<file path="config.mk">
export PLATFORM = sky130hd
export DESIGN_NAME = inst_fetch_queue
export DESIGN_NICKNAME = d
export VERILOG_FILES = /design/src/rtl/inst_fetch_queue.sv
export SDC_FILE = /design/constraint.sdc
export NUM_CORES = 1
export LEC_CHECK = 0
export CAP_MARGIN = 20
export CELL_PAD_IN_SITES_DETAIL_PLACEMENT = 1
export CELL_PAD_IN_SITES_GLOBAL_PLACEMENT = 1
export CORE_MARGIN = 4
export CORE_UTILIZATION = 56
export DETAILED_ROUTE_END_ITERATION = 12
export DONT_BUFFER_PORTS = 1
export PLACE_DENSITY = 0.83
export SYNTH_ARGS = -nofsm -noshare
export SYNTH_HDL_FRONTEND = slang
export SYNTH_SLANG_ARGS = --single-unit
</file>
<file path="constraint.sdc">
create_clock -name clk -period 24.1 [get_ports clk]
set_clock_uncertainty 0.15 [all_clocks]
set_input_delay 4.82 -clock clk [delete_from_list [all_inputs] [get_ports clk]]
set_output_delay 4.82 -clock clk [all_outputs]
set_load 0.03 [all_outputs]
</file>
<file path="src/rtl/inst_fetch_queue.sv">
// -----------------------------------------------------------------------------
// inst_fetch_queue
// Instruction queue between the IF1 stage register (writer) and decode
// (reader). Each entry is one aligned 8-byte fetch packet holding one or two
// instructions plus PC, branch prediction and exception information. Up to two
// in-order instructions are presented to decode per cycle; decode accepts
// 0, 1 or 2 of them.
//
// Ports
//   clk, rstn            clock, asynchronous active-low reset
//   flush                synchronous clear of all entries (beats push/pop)
//   in_valid / in_ready  writer handshake
//   in_*                 packet fields (in_pc[2] set = one-instruction packet)
//   space_ok             free entries >= SPACE_TH
//   nearly_full          exactly one free entry
//   id_accept            number of presented slots decode consumes
//   out_valid0/1 ...     slot 0 / slot 1 instruction view of the head packet
//   out_pc_next, out_badv, out_exception   head packet fields
// -----------------------------------------------------------------------------
`ifndef INST_NOP
`define INST_NOP 32'h0340_0000
`endif

module inst_fetch_queue #(
  parameter int DEPTH     = 8,
  parameter int LOG_DEPTH = 3,
  parameter int SPACE_TH  = 3
) (
  input  logic        clk,
  input  logic        rstn,
  input  logic        flush,
  input  logic        in_valid,
  output logic        in_ready,
  input  logic [31:0] in_pc,
  input  logic [31:0] in_pc_next,
  input  logic        in_pc_taken,
  input  logic [31:0] in_inst0,
  input  logic [31:0] in_inst1,
  input  logic [31:0] in_badv,
  input  logic [6:0]  in_exception,
  input  logic [1:0]  in_excp_flag,
  output logic        space_ok,
  output logic        nearly_full,
  input  logic [1:0]  id_accept,
  output logic        out_valid0,
  output logic        out_valid1,
  output logic [31:0] out_pc0,
  output logic [31:0] out_pc1,
  output logic [31:0] out_inst0,
  output logic [31:0] out_inst1,
  output logic        out_taken0,
  output logic        out_taken1,
  output logic [31:0] out_pc_next,
  output logic [31:0] out_badv,
  output logic [6:0]  out_exception,
  output logic        out_excp0,
  output logic        out_excp1
);

  localparam logic [LOG_DEPTH:0] FULL_CNT  = (LOG_DEPTH+1)'(DEPTH);
  localparam logic [LOG_DEPTH:0] NEAR_CNT  = (LOG_DEPTH+1)'(DEPTH - 1);
  localparam logic [LOG_DEPTH:0] SPACE_CNT = (LOG_DEPTH+1)'(SPACE_TH);

  typedef struct packed {
    logic [31:0] pc;
    logic [31:0] pc_next;
    logic        taken;
    logic [31:0] inst0;
    logic [31:0] inst1;
    logic [31:0] badv;
    logic [6:0]  exception;
    logic [1:0]  excp_flag;
  } entry_t;

  entry_t               mem [DEPTH];
  logic [LOG_DEPTH-1:0] wr_ptr, rd_ptr;
  logic [LOG_DEPTH:0]   count;
  logic                 off;

  entry_t     head;
  logic       single;      // head packet carries one instruction
  logic       rem_two;     // two instructions of the head still pending
  logic [1:0] n_valid;
  logic [1:0] acc_eff;
  logic       push, pop, advance;

  // No full-bypass: in_ready depends only on the registered count.
  assign in_ready    = (count != FULL_CNT);
  assign space_ok    = (FULL_CNT - count) >= SPACE_CNT;
  assign nearly_full = (count == NEAR_CNT);

  assign head    = mem[rd_ptr];
  assign single  = head.pc[2];
  assign rem_two = !single && !off;

  always_comb begin
    out_valid0    = 1'b0;
    out_valid1    = 1'b0;
    out_pc0       = '0;
    out_pc1       = '0;
    out_inst0     = `INST_NOP;
    out_inst1     = `INST_NOP;
    out_taken0    = 1'b0;
    out_taken1    = 1'b0;
    out_excp0     = 1'b0;
    out_excp1     = 1'b0;
    out_pc_next   = '0;
    out_badv      = '0;
    out_exception = '0;
    if (count != '0) begin
      out_valid0    = 1'b1;
      out_pc0       = head.pc + {29'd0, off, 2'b00};
      out_inst0     = off ? head.inst1 : head.inst0;
      out_excp0     = head.excp_flag[off];
      out_taken0    = head.taken && !rem_two;
      out_pc_next   = head.pc_next;
      out_badv      = head.badv;
      out_exception = head.exception;
      // An exception on the first instruction cuts the packet there.
      if (rem_two && !head.excp_flag[0]) begin
        out_valid1 = 1'b1;
        out_pc1    = head.pc + 32'd4;
        out_inst1  = head.inst1;
        out_excp1  = head.excp_flag[1];
        out_taken1 = head.taken;
      end
    end
  end

  // Clamp decode's accept to what is actually presented.
  assign n_valid = {1'b0, out_valid0} + {1'b0, out_valid1};
  assign acc_eff = (id_accept > n_valid) ? n_valid : id_accept;

  assign push    = in_valid && in_ready && !flush;
  assign pop     = (acc_eff != 2'd0) && ((acc_eff >= n_valid) || out_excp0) && !flush;
  assign advance = (acc_eff != 2'd0) && !pop && !flush;

  // NOTE: packet storage has no reset; validity comes solely from count, so
  // stale contents are never observable and the array maps onto plain RAM.
  always_ff @(posedge clk) begin
    if (push) begin
      mem[wr_ptr] <= '{pc: in_pc, pc_next: in_pc_next, taken: in_pc_taken,
                       inst0: in_inst0, inst1: in_inst1, badv: in_badv,
                       exception: in_exception, excp_flag: in_excp_flag};
    end
  end

  always_ff @(posedge clk or negedge rstn) begin
    if (!rstn) begin
      wr_ptr <= '0;
      rd_ptr <= '0;
      count  <= '0;
      off    <= 1'b0;
    end else if (flush) begin
      wr_ptr <= '0;
      rd_ptr <= '0;
      count  <= '0;
      off    <= 1'b0;
    end else begin
      if (push) wr_ptr <= wr_ptr + LOG_DEPTH'(1);
      if (pop) begin
        rd_ptr <= rd_ptr + LOG_DEPTH'(1);
        off    <= 1'b0;
      end else if (advance) begin
        off    <= 1'b1;
      end
      case ({push, pop})
        2'b10:   count <= count + 1'b1;
        2'b01:   count <= count - 1'b1;
        default: count <= count;
      endcase
    end
  end

endmodule

</file>
==> summary.txt, run 1 <==
Outcome
  – Status: complete, no violations

Floorplan
  – # IOs: 384
  – Die W: 319.0 µm
  – Die area: 101700 µm²
  – Core Footprint: 95440 µm²
  – Die height: 319.0 µm
  – Initial core utilization: 56.74%
  – Num rows: 113

Synthesis
  – Synthesis Warnings: 0
  – Seq cells post-synth: 1371
  – EDFF count, synth: 1360
  – Main synth FF type: edfxtp_1
  – Syn_nets: 2747
  – Post-Syn Area per Cell: 21.18 µm²
  – Synth unique cells: 61
  – Post-synth ARST share: 0.8023%
  – Post-synthesis instance area: 54150 µm²
  – Sequential-to-total area share from yosys stat: 75.92%
  – Cells after Synth: 2557

STA
  – Rel. slew slack: 20.19%
  – Min cycle time layout: 10750 ps
  – Setup_tns: 0 ps
  – Final hold vios: 0
  – Worst hold slack: 540.6 ps
  – FMAX: 92.99 MHz
  – Final setup vio count: 0
  – RSZ-0062 raised after global routing: no
  – Slew Viols, Final: 0
  – Worst Tran Pin Value: 1190 ps
  – Fin crit share: 44.62%

Critical path
  – CP max-delay cell: buf_4
  – Crit path arrival time: 5780 ps
  – Worst path most repeated cell: buf_4
  – Critical path buffers and inverters: 4
  – Critical path endpoint category: output pin
  – CP Launch Type: flop
  – CP Class: reg2out
  – CP Cell Sequence: buf_16, buf_4, buf_4, mux4_2, mux2i_1, nor2_1, and4_1, nand4_1, or2_0, o21ai_0, buf_4
  – Slowest stage delay, CP: 820 ps
  – CP required: 19130 ps
  – CP top delay family: buffers and inverters
  – Crit-path max FO: 49

Placement
  – RePlAce Congestion: 0.7767
  – DP Cell Count: 3746
  – Buffers on Ports: 0
  – HPWL Detailed: 74770 µm
  – DP Area: 55640 µm²

Cells and area
  – Final core utilization: 62.85%
  – Share of post-route cells with drive strength above 1: 22.56%
  – Register area: 41130 µm²
  – Fill count: 7690
  – Area Growth Syn to Fin: 10.77%
  – Final nets: 2812
  – Post-route cell area: 59990 µm²
  – Multi-input logic area: 12380 µm²
  – Post-Layout Cell Count: 3997

Power
  – Leak Pwr: 18.21 nW
  – VDD IR max: 0.1608 mV
  – Switching fraction of total power: 33.44%
  – Pwr/cell area: 111.9 nW/µm²
  – Clock power frac: 30.4%
  – Comb pwr share: 28.5%
  – Internal power: 0.004469 W
  – Net Switching: 0.002245 W
  – Sequential share of power: 41.0%

CTS
  – Clock sinks: 1371
  – Worst-Skew Late Latency: 740 ps
  – Hold buffer count at cts: 0
  – CTS clk-pin slew, worst paths: 60 ps
  – Post-CTS sizing: 0
  – CTS tree: yes
  – CTS H-tree lvls: 4
  – Root buffer cell: clkbuf_16
  – CTS buffer count: 137
  – Post-CTS setup buffers: 0
  – Clock Path Buffers: 3

Routing
  – DRT iter0 DRCs: 2463
  – DR vias: 25690
  – Antenna Violating Nets Remaining: 0
  – WL final: 131900 µm
  – DR DRC count: 0
  – Mean routed wirelength per cell: 33.00 µm
  – DR pass1 iterations: 5
  – Via density: 6.427

Global route
  – Antenna violations before repair: 3
  – Overflow after GRT: 0
  – First-pass GRT wire length: 195400 µm
  – Gr usage total: 26.31%
  – Largest net degree at the start of global routing: 144
  – Vias in the first global route: 28510

Run
  – Max_cap viols: 0

Min path
  – HP Class: reg2reg
path summary, 6_finish.rpt:
kind	start	to	slack (ps)	cells after the start
min in group asynchronous	rstn	wr_ptr[1]$_DFFE_PN0P_	3630	0
max in group asynchronous	rstn	rd_ptr[2]$_DFFE_PN0N_	20080	0
min	wr_ptr[1]$_DFFE_PN0P_	wr_ptr[1]$_DFFE_PN0P_	540	2
min reg2reg	wr_ptr[1]$_DFFE_PN0P_	wr_ptr[1]$_DFFE_PN0P_	540	2
max	rd_ptr[0]$_DFFE_PN0N_	out_pc1[19]	13350	11
max reg2reg	rd_ptr[1]$_DFFE_PN0N_	count[3]$_DFFE_PN0P_	15430	25
layout by cell type, fill, tap and decap left out, drive strengths merged, types with 9 or more instances in the layout:
master / n
xnor2: 19
buf: 62
dfrtp: 11
a21oi: 13
ha: 13
edfxtp: 1360
mux2i: 143
nor2b: 34
bufinv: 9
nor2: 185
xor2: 35
mux4: 339
a211oi: 60
o21ai: 13
mux2: 9
inv: 23
nand2: 58
nand3: 14
clkinv: 57
clkbuf: 172
nor3: 23
nor4: 10
worst min-delay path, stage by stage, from the launching register on:
cell and delay, ps:
dfrtp_1 480, nand2_1 110, a21oi_1 70
metrics by stage:
step / total power, W / worst slack (ps)
after floorplan: 0.004307 / 468.4
after global routing: 0.006983 / 12810
after global placement: 0.004653 / 13720
after CTS: 0.006767 / 12770
after detailed placement: 0.004713 / 13590
final: 0.006714 / 13350
power by group through the flow:
stage | Clock, W | Sequential (W) | Combinational (W)
2_1_floorplan | 0 | 0.00281 | 0.00150
3_3_place_gp | 0 | 0.00281 | 0.00184
3_5_place_dp | 0 | 0.00282 | 0.00189
4_1_cts | 0.00208 | 0.00277 | 0.00192
5_1_grt | 0.00220 | 0.00276 | 0.00203
6_report | 0.00204 | 0.00275 | 0.00192
cells in the mapped netlist, types with 6 or more instances:
master,n,area share [%]
inv_1,14,0.097
a21oi_1,12,0.11
xor2_1,35,0.57
ha_1,13,0.30
nand2b_1,8,0.092
buf_2,56,0.52
buf_4,7,0.097
nor4_1,8,0.092
mux2_2,8,0.17
nor3_1,22,0.20
a211oi_1,59,0.82
nor2b_1,34,0.39
and2_1,6,0.069
mux4_2,334,14
nand2_1,58,0.40
xnor2_1,19,0.31
clkbuf_1,57,0.40
buf_1,9,0.062
buf_6,6,0.12
o21ai_0,13,0.12
nand4_1,6,0.069
nand3_1,14,0.13
mux2i_1,143,2.6
edfxtp_1,1360,75
nor2_1,185,1.3
dfrtp_1,11,0.51
state kept, by name (all words and copies together) (netlist names):
signal,count
off,1
wr_ptr,3
count,4
mem,1360
rd_ptr,3
layer usage:
layer  global-route usage [%]  part of all wire (%)
met2                    44.42                    51
met3                    8.567                   9.4
met1                    32.71                    36
met4                    8.385                   2.8
met5                        0                0.0099
cells by family after synthesis:
logic type / count (synthesis) / share of synthesized area [%]
adders and majority gates: 14 / 0.3373
DFF: 1371 / 75.92
muxes: 491 / 16.96
and+or+nand+nor: 367 / 3.108
xor gates and xnor gates: 54 / 0.8733
AOI/OAI and AO/OA: 109 / 1.469
buffers and inverters: 151 / 1.328
area by class of cell:
type / instances / area share, %
clock inverter: 75 / 1.183
tap: 1265 / 2.639
inverter: 15 / 0.09386
sequential: 1371 / 68.57
timing repair buffer: 62 / 0.9011
antenna: 2 / 0.008343
multi-input combinational: 1035 / 20.64
clock buffer: 172 / 5.970
Power figures use the tool's default switching activity.
==> run 2, diff against run 1 <==
--- a/config.mk
+++ b/config.mk
@@ -5,14 +5,15 @@
 export SDC_FILE = /design/constraint.sdc
 export NUM_CORES = 1
 export LEC_CHECK = 0
+export ABC_AREA = 1
 export CAP_MARGIN = 20
 export CELL_PAD_IN_SITES_DETAIL_PLACEMENT = 1
 export CELL_PAD_IN_SITES_GLOBAL_PLACEMENT = 1
 export CORE_MARGIN = 4
-export CORE_UTILIZATION = 56
+export CORE_UTILIZATION = 47
 export DETAILED_ROUTE_END_ITERATION = 12
 export DONT_BUFFER_PORTS = 1
-export PLACE_DENSITY = 0.83
+export PLACE_DENSITY = 0.79
 export SYNTH_ARGS = -nofsm -noshare
 export SYNTH_HDL_FRONTEND = slang
 export SYNTH_SLANG_ARGS = --single-unit
==> constraint.sdc (replaced) <==
create_clock -name clk -period 9.7 [get_ports clk]
set_clock_uncertainty 0.15 [all_clocks]
set_input_delay 1.94 -clock clk [delete_from_list [all_inputs] [get_ports clk]]
set_output_delay 1.94 -clock clk [all_outputs]
set_load 0.03 [all_outputs]
==> run 2 against run 1 <==
The run now ends with slew limit left. Non-clock buffer count down 3. Highest routed layer is now met4. Global-route usage down 0.50 points. Setup slack worse by 11000 ps. Sequential power up 150%. Combinational power up 130%. Wire length up 24%. First-iteration DRC count up 42%. Design area up 2.6%. Sequential share of layout area down 1.7 points. Area after synthesis up 3.0%.
==> summary.txt, run 2 <==
Outcome
  – Status: finished, violations left
  – Failing checks: slew limit

Power
  – Leak Pwr: 20.49 nW
  – Pwr/cell area: 268.0 nW/µm²
  – Final Power: 0.01649 W
  – VDD IR max: 0.1751 mV

Critical path
  – CP Class: reg2out
  – CP Launch Type: flop
  – Crit path arrival time: 5750 ps
  – CP top delay family: buffers and inverters
  – Critical path buffers and inverters: 5
  – Worst path most repeated cell: buf_4
  – CP max-delay cell: dfrtp_4
  – CP Cell Sequence: buf_4, buf_4, buf_12, o21ai_0, o22ai_1, inv_1, o21ai_1, nor2_1, a311oi_1, buf_4
  – Critical path endpoint category: output pin
  – CP required: 7610 ps
  – Crit-path max FO: 202
  – Slowest stage delay, CP: 840 ps

CTS
  – Clock Path Buffers: 3
  – CTS buffer count: 145
  – Worst-Skew Late Latency: 740 ps
  – Root buffer cell: clkbuf_16
  – CTS clk-pin slew, worst paths: 60 ps
  – CTS tree: yes
  – Post-CTS sizing: 0
  – Hold buffer count at cts: 0
  – CTS H-tree lvls: 4
  – Clock sinks: 1371
  – Post-CTS setup buffers: 0

STA
  – Slew Viols, Final: 82
  – FMAX: 127.5 MHz
  – Min cycle time layout: 7843 ps
  – RSZ-0062 raised after global routing: no
  – Worst Tran Pin Value: 1633 ps
  – Worst hold slack: 416.4 ps
  – Fin crit share: 80.86%
  – Rel. slew slack: -8.875%
  – Final setup vio count: 0
  – Final hold vios: 0

Cells and area
  – Share of post-route cells with drive strength above 1: 7.182%
  – Most flop-heavy register: mem
  – Most frequent cells in the layout: edfxtp_1 (1360), nor2_1 (1014), o21ai_0 (706), nand2_1 (443), o22ai_1 (202)
  – Area Growth Syn to Fin: 10.23%
  – Biggest regs: mem: 1360 flops, count: 4 flops
  – Commonest non-fill, non-tap cell in the layout: edfxtp_1
  – Fill count: 11840
  – Final nets: 4664
  – Post-route cell area: 61520 µm²
  – Max reg flops: 1360

Routing
  – WL final: 163700 µm
  – DRT iter0 DRCs: 3495
  – Mean routed wirelength per cell: 26.75 µm
  – Antenna Violating Nets Remaining: 0
  – Via density: 5.965
  – DR pass1 iterations: 5
  – DR DRC count: 0
  – DR vias: 36500

Placement
  – HPWL Detailed: 88160 µm
  – RePlAce Congestion: 0.8229
  – DP Area: 57000 µm²
  – Buffers on Ports: 0

Floorplan
  – Initial core utilization: 47.32%
  – # IOs: 384
  – Die height: 352.6 µm
  – Die W: 352.6 µm
  – Die area: 124300 µm²
  – Core Footprint: 117900 µm²
  – Num rows: 126

Global route
  – Met1 global-route usage: 32.19%
  – Overflow after GRT: 0
  – First-pass GRT wire length: 243400 µm
  – Antenna violations before repair: 1
  – Largest net degree at the start of global routing: 248
  – M2 GR Usage: 43.68%
  – Met3 Use GR: 7.442%
  – Vias in the first global route: 38940
  – Top Usage Layer GRT: met2
  – Gr usage total: 25.80%

Synthesis
  – Post-Syn Area per Cell: 12.24 µm²
  – Synth area leaders: edfxtp_1 (73%), nor2_1 (6.9%), o21ai_0 (6.3%), nand2_1 (3.0%), o22ai_1 (2.3%)
  – Main synth FF type: edfxtp_1
  – Sequential-to-total area share from yosys stat: 73.67%
  – Cells after Synth: 4559
  – Synthesis Warnings: 0
  – Seq cells post-synth: 1371
  – EDFF count, synth: 1360
  – Post-synthesis instance area: 55810 µm²
  – Top-count cell post-synth: edfxtp_1
  – Post-synth top cells: edfxtp_1 (1360), nor2_1 (1023), o21ai_0 (706)
  – Synth unique cells: 45
  – Area leader, netlist: edfxtp_1
  – Post-synth ARST share: 0.8023%
  – Syn_nets: 4749
  – Synth top area share: 73.18%

Min path
  – HP Class: reg2reg

Run
  – Max_cap viols: 0
==> run 2: routing by layer <==
layer  share of wire (%)  routed length [µm]
met5                   0                   0
met4                 2.7                4397
met3                 8.4               13670
met2                  49               80470
met1                  40               65140
==> run 2: layout make-up <==
cell class	count	area, µm²	area share [%]
sequential	1371	41130	66.85
clock buffer	188	3918	6.368
antenna	2	5.005	0.008136
timing repair buffer	59	595.6	0.9682
clock inverter	66	538.0	0.8746
inverter	112	454.2	0.7383
multi-input combinational	2785	12960	21.06
tap	1536	1922	3.124
==> run 2: final timing paths <==
check | start | endpoint | slack, ps | cells past startpoint
setup / recovery | rd_ptr[1]$_DFFE_PN0N_ | out_inst0[14] | 1860 | 10
hold / removal | count[3]$_DFFE_PN0P_ | count[3]$_DFFE_PN0P_ | 420 | 2
setup reg to reg | rd_ptr[0]$_DFFE_PN0N_ | count[3]$_DFFE_PN0P_ | 2880 | 30
hold reg to reg | count[3]$_DFFE_PN0P_ | count[3]$_DFFE_PN0P_ | 420 | 2
max in group asynchronous | rstn | rd_ptr[1]$_DFFE_PN0N_ | 8560 | 0
min in group asynchronous | rstn | count[0]$_DFFE_PN0P_ | 740 | 0
==> run 2: power breakdown <==
group / internal (W) / leakage, nW / switching [W]
Sequential: 0.00668 / 12.4 / 0.0000878
Clock: 0.00301 / 2.16 / 0.00226
Combinational: 0.000892 / 5.90 / 0.00356
==> run 2: logic make-up after synthesis <==
group / after synthesis / share of synthesized area (%)
xor gates and xnor gates: 7 / 0.1099
buffers and inverters: 403 / 3.264
DFF: 1371 / 73.67
adders and majority gates: 14 / 0.3273
AOI/OAI and AO/OA: 1158 / 11.25
and+or+nand+nor: 1606 / 11.37
==> run 2: per-stage QoR <==
step | util, % | instances | TNS [ps] | setup WS, ps
2_1_floorplan | - | 4559 | -717250 | -533.7
5_1_grt | 52.16 | 6117 | 0 | 1785
3_3_place_gp | 48.31 | 5858 | 0 | 2829
4_1_cts | 52.11 | 6115 | 0 | 1899
6_report | 52.17 | 6119 | 0 | 1857
3_5_place_dp | 48.34 | 5861 | 0 | 2745
==> run 2: tightest hold or removal path: cells and delay by family, from the launching register on <==
kind | cells | cell delay, ps
flip-flops | 1 | 410
AND/OR/NAND/NOR | 2 | 130
